$ cat src/rtl/pe_egress_queue_pkg.sv
// Shared packet layout for the PE egress path and a helper that marks a packet valid.
package pe_egress_queue_pkg;

  typedef struct packed {
    logic        v;
    logic [1:0]  clp;
    logic [3:0]  xp;
    logic [3:0]  yp;
    logic [20:0] data;
  } packet_t;

  localparam int PACKET_W = $bits(packet_t);

  // The head register always presents v=1 regardless of what the PE drove.
  function automatic logic [PACKET_W-1:0] mark_valid(input logic [PACKET_W-1:0] p);
    logic [PACKET_W-1:0] r;
    r = p;
    r[PACKET_W-1] = 1'b1;
    return r;
  endfunction

endpackage

$ cat src/rtl/pe_egress_queue_mem.sv
// Packet storage array: one synchronous write port, one asynchronous read port, no reset.
module pkt_fifo_mem #(
  parameter int DEPTH = 8,
  parameter int PTR_W = $clog2(DEPTH),
  parameter int WIDTH = 32
) (
  input  logic             clk,
  input  logic             we,
  input  logic [PTR_W-1:0] waddr,
  input  logic [WIDTH-1:0] wdata,
  input  logic [PTR_W-1:0] raddr,
  output logic [WIDTH-1:0] rdata
);

  logic [WIDTH-1:0] mem [DEPTH];

  always_ff @(posedge clk) begin
    if (we) mem[waddr] <= wdata;
  end

  assign rdata = mem[raddr];

endmodule

$ cat src/rtl/pe_egress_queue.sv
// Per-PE egress FIFO feeding the crossbar peout lane through a registered head.
// Handshake: a packet moves in when ce && in_vld && in_rdy, and out when ce && ack && out_packet.v.
module pe_egress_queue
  import pe_egress_queue_pkg::*;
#(
  parameter int DEPTH = 8,
  parameter int PTR_W = $clog2(DEPTH)
) (
  input  logic                clk,
  input  logic                rst,
  input  logic                ce,
  input  logic [PACKET_W-1:0] in_packet,
  input  logic                in_vld,
  output logic                in_rdy,
  output logic [PACKET_W-1:0] out_packet,
  input  logic                ack,
  output logic [PTR_W:0]      count,
  output logic                empty,
  output logic                ovf_err,
  output logic                pe_q_done
);

  localparam logic [PTR_W:0] FULL_CNT = (PTR_W+1)'(DEPTH);
  localparam logic [PTR_W:0] ONE_CNT  = (PTR_W+1)'(1);

  logic [PTR_W-1:0]    wp, rp, rp_inc;
  logic [PACKET_W-1:0] mem_rdata;
  logic                full, push, pop;

  assign full      = (count == FULL_CNT);
  assign empty     = (count == '0);
  assign in_rdy    = ce && !full;
  assign push      = ce && in_vld && in_rdy;
  assign pop       = ce && ack && out_packet[PACKET_W-1];
  assign rp_inc    = rp + (PTR_W)'(1);
  assign pe_q_done = empty && !in_vld;

  // Every accepted packet is written; the head register shadows mem[rp].
  pkt_fifo_mem #(
    .DEPTH (DEPTH),
    .PTR_W (PTR_W),
    .WIDTH (PACKET_W)
  ) u_mem (
    .clk   (clk),
    .we    (push),
    .waddr (wp),
    .wdata (in_packet),
    .raddr (rp_inc),
    .rdata (mem_rdata)
  );

  always_ff @(posedge clk or negedge rst) begin
    if (!rst) begin
      wp         <= '0;
      rp         <= '0;
      count      <= '0;
      out_packet <= '0;
      ovf_err    <= 1'b0;
    end else begin
      if (push) wp <= wp + (PTR_W)'(1);
      if (pop)  rp <= rp_inc;

      case ({push, pop})
        2'b10:   count <= count + ONE_CNT;
        2'b01:   count <= count - ONE_CNT;
        default: count <= count;
      endcase

      // Next head comes from memory, straight from the PE, or goes empty.
      if (pop) begin
        if (count > ONE_CNT)  out_packet <= mark_valid(mem_rdata);
        else if (push)        out_packet <= mark_valid(in_packet);
        else                  out_packet <= '0;
      end else if (push && empty) begin
        out_packet <= mark_valid(in_packet);
      end

      if (ce && in_vld && full) ovf_err <= 1'b1;
    end
  end

endmodule
$ cat config.mk
export PLATFORM = sky130hd
export DESIGN_NAME = pe_egress_queue
export DESIGN_NICKNAME = d
export VERILOG_FILES = /design/src/rtl/pe_egress_queue_pkg.sv /design/src/rtl/pe_egress_queue_mem.sv /design/src/rtl/pe_egress_queue.sv
export SDC_FILE = /design/constraint.sdc
export NUM_CORES = 1
export LEC_CHECK = 0
export CORE_MARGIN = 2
export CORE_UTILIZATION = 63
export DETAILED_ROUTE_END_ITERATION = 7
export GPL_TIMING_DRIVEN = 0
export HOLD_SLACK_MARGIN = 0.08
export MAX_ROUTING_LAYER = met4
export PLACE_DENSITY = 0.84
export SLEW_MARGIN = 20
export SYNTH_ARGS = -nofsm -noshare
export SYNTH_HDL_FRONTEND = slang
export SYNTH_SLANG_ARGS = --single-unit
$ cat constraint.sdc
create_clock -name clk -period 12.33 [get_ports clk]
set_input_delay 2.466 -clock clk [delete_from_list [all_inputs] [get_ports clk]]
set_output_delay 2.466 -clock clk [all_outputs]
set_load 0.02 [all_outputs]
==> results.md <==
* Outcome: complete, no violations
* Pin count of the biggest net entering global routing at 44
* Period minus WS final at 6.27 ns
* Global-route wire length before repair at 40.4 mm
* Antenna diode count at 0
* Final Hold Fails at 0
* CP endpoint kind: output pin
* Nets at between 700 and 800
* Post-CTS sizing at 0
* DP Wirelength at 16.1 mm
* Number of vias per cell at between 6 and 7
* Global-route usage over all layers at 30.9%
* DRC violations left at 0
* Syn Std Cell Area at 0.0113 mm^2
* Area contributors post-synth: edfxtp_1 66%, mux4_2 12%, dfrtp_1 9.5%
* Syn_area_per_cell at 19.5 um^2
* VDD IR max at 0.158 mV
* Ys Warns at 0
* Async set or reset register ratio after synthesis at 14.8%
* Initial antenna violation count at 0
* Final Util at around 77%
* Synthesis-to-finish area growth at 19.2%
* CP Data Arrival Time at 3.81 ns
* Vias in the first global route at 6688
* F_max at between 0.15 and 0.2 GHz
* Synth area leader: edfxtp_1
* Sequential share of the synthesized area at 75.4%
* Setup Skew at 0.00946 ns
* Clock latency on the worst-skew pair at 0.54 ns
* Antenna Violating Nets Remaining at 0
* Cells after synthesis at 580
* Synth top area share at 65.9%
* CP required at 9.86 ns
* Vias at 6377
* Rel. slew slack at 43.3%
* Setup CP Type: in2out
* Synth Flop Type: edfxtp_1
* Total CTS buffers at 28
* Pwr dens at ~240 mW/mm^2
* CTS tree: done
* Syn Nets at 624
* Yosys reg bits at 291
* Core Area at 0.0174 mm^2
* Initial DRC Count at 936
* Rows at 48
* EDFF count, synth at 248
* # hold bufs at CTS at 0
* Longest Clk Path Bufs at 3
* Post-CTS setup buffers at 0
* Hold Crit Class: reg2reg
* Commonest cells post-synth: 248 x edfxtp_1, 75 x nand2_1, 60 x mux4_2, 43 x dfrtp_1
* Worst-Margin Slew at 0.847 ns
* Crit path max fanout at 4
* Static Leak at 0.00464 uW
* I/O pins at 77
* Final Max Tran Viols at 0
* Crit start category: primary input
* Die X at 138 um
* Sum of negative setup slack at 0 ns
* Top-count cell post-synth: edfxtp_1
* CTS Root Cell: clkbuf_16
* RSZ-0062 raised after global routing: no
* Post-synth cell types at 35
* Final wirelength at 26.9 mm
* Final worst path period share at 50.9%
* Port bufs at 75
* Die area at between 0.015 and 0.02 mm^2
* Total grt overflow at 0
* Clock-pin slew on the worst setup and hold paths at 0.06 ns
* H-tree levels at 1
* CTS sink count at 291
* Max-Cap Viols at 0
* Wirelength per Cell at 28.1 um
* Ratio of cells with drive above 1 in the final layout at 21.3%
* Die height at 138 um
* Final setup fails at 0
* GP Congestion at slightly above 0.8
* Initial DRT Pass Iterations at 5
* Initial Util at 64.9%
metrics by stage:
stage          cell area, um^2  setup slack (ns)  instances  hold slack, ns  total power, uW
6_report                 13500              6.06        958           0.490             3270
5_1_grt                  13500              6.00        958           0.501             3390
4_1_cts                  13500              6.08        958           0.493             3270
3_5_place_dp             12600              6.09        906           0.474             2450
3_3_place_gp             12300              1.95        880           0.471             2390
2_1_floorplan            11300              5.76        580           0.450             2040
state kept, by name, indices dropped and copies added, names as in the netlist:
register,count
wp,3
u_mem.mem,248
ovf_err,1
count,4
out_packet,32
rp,3
power by group:
part	internal [uW]	leakage (uW)	switching [uW]
clock network	444	0.000405	349
registers	1200	0.00277	74.7
logic	533	0.00146	667
cell families after synthesis:
group / Yosys count / share of synthesized area, %
flip-flops: 291 / 75.4
AND/OR/NAND/NOR: 101 / 3.94
AO/OA/AOI/OAI: 70 / 4.72
multiplexers: 65 / 12.4
buffers and inverters: 36 / 1.93
XOR/XNOR: 10 / 0.841
adder cells (fa/ha/maj): 7 / 0.775
placed cells by master, fill, tap and decap left out, types with 2 or more instances in the layout:
| cell | instances |
|---|---|
| mux4_2 | 60 |
| clkbuf_1 | 22 |
| buf_6 | 15 |
| nand4b_1 | 2 |
| nor2_1 | 3 |
| a21oi_1 | 31 |
| dfrtp_1 | 43 |
| buf_2 | 17 |
| nor3_2 | 4 |
| clkdlybuf4s50_1 | 74 |
| clkinv_2 | 3 |
| edfxtp_1 | 248 |
| nand2b_1 | 2 |
| clkbuf_16 | 29 |
| buf_16 | 2 |
| xnor2_1 | 7 |
| nor2b_1 | 4 |
| inv_1 | 5 |
| clkinv_1 | 5 |
| nand2_1 | 75 |
| mux2i_1 | 5 |
| ha_1 | 7 |
| xor2_1 | 2 |
| and2_1 | 2 |
| buf_4 | 13 |
| a221o_1 | 31 |
| clkbuf_8 | 2 |
| nor2_4 | 3 |
critical path, stage by stage:
cell and delay (ns):
clkdlybuf4s50_1 0.58, and2_1 0.17, clkdlybuf4s50_1 0.60
path summary, 6_finish.rpt:
| kind | startpoint | end | slack [ns] | cells past startpoint |
|---|---|---|---|---|
| setup reg to reg | count[0] | u_mem.mem[1][23] | 9.02 | 9 |
| hold reg to reg | ovf_err | ovf_err | 0.49 | 1 |
| min in group asynchronous | rst | out_packet[28] | 1.97 | 1 |
| setup / recovery | ce | in_rdy | 6.06 | 3 |
| max in group asynchronous | rst | out_packet[21] | 9.90 | 1 |
| hold / removal | ovf_err | ovf_err | 0.49 | 1 |
final cells by class:
type | instances | area [um^2]
flip-flops and latches | 291 | 8520
plain buffers | 30 | 195
well taps | 225 | 282
fillers | 914 | 3940
multi-input cells | 253 | 2610
clock buffers | 44 | 802
inverters | 6 | 22.5
repair buffers | 101 | 1010
clock inverters | 8 | 37.5
per-layer routing:
| metal | wire length (um) | global-route usage [%] |
|---|---|---|
| met4 | 690 | 10.3 |
| met5 | 0 | - |
| met3 | 2820 | 6.58 |
| met1 | 9700 | 41.7 |
| met2 | 13700 | 48.3 |
Power figures use the tool's default switching activity.
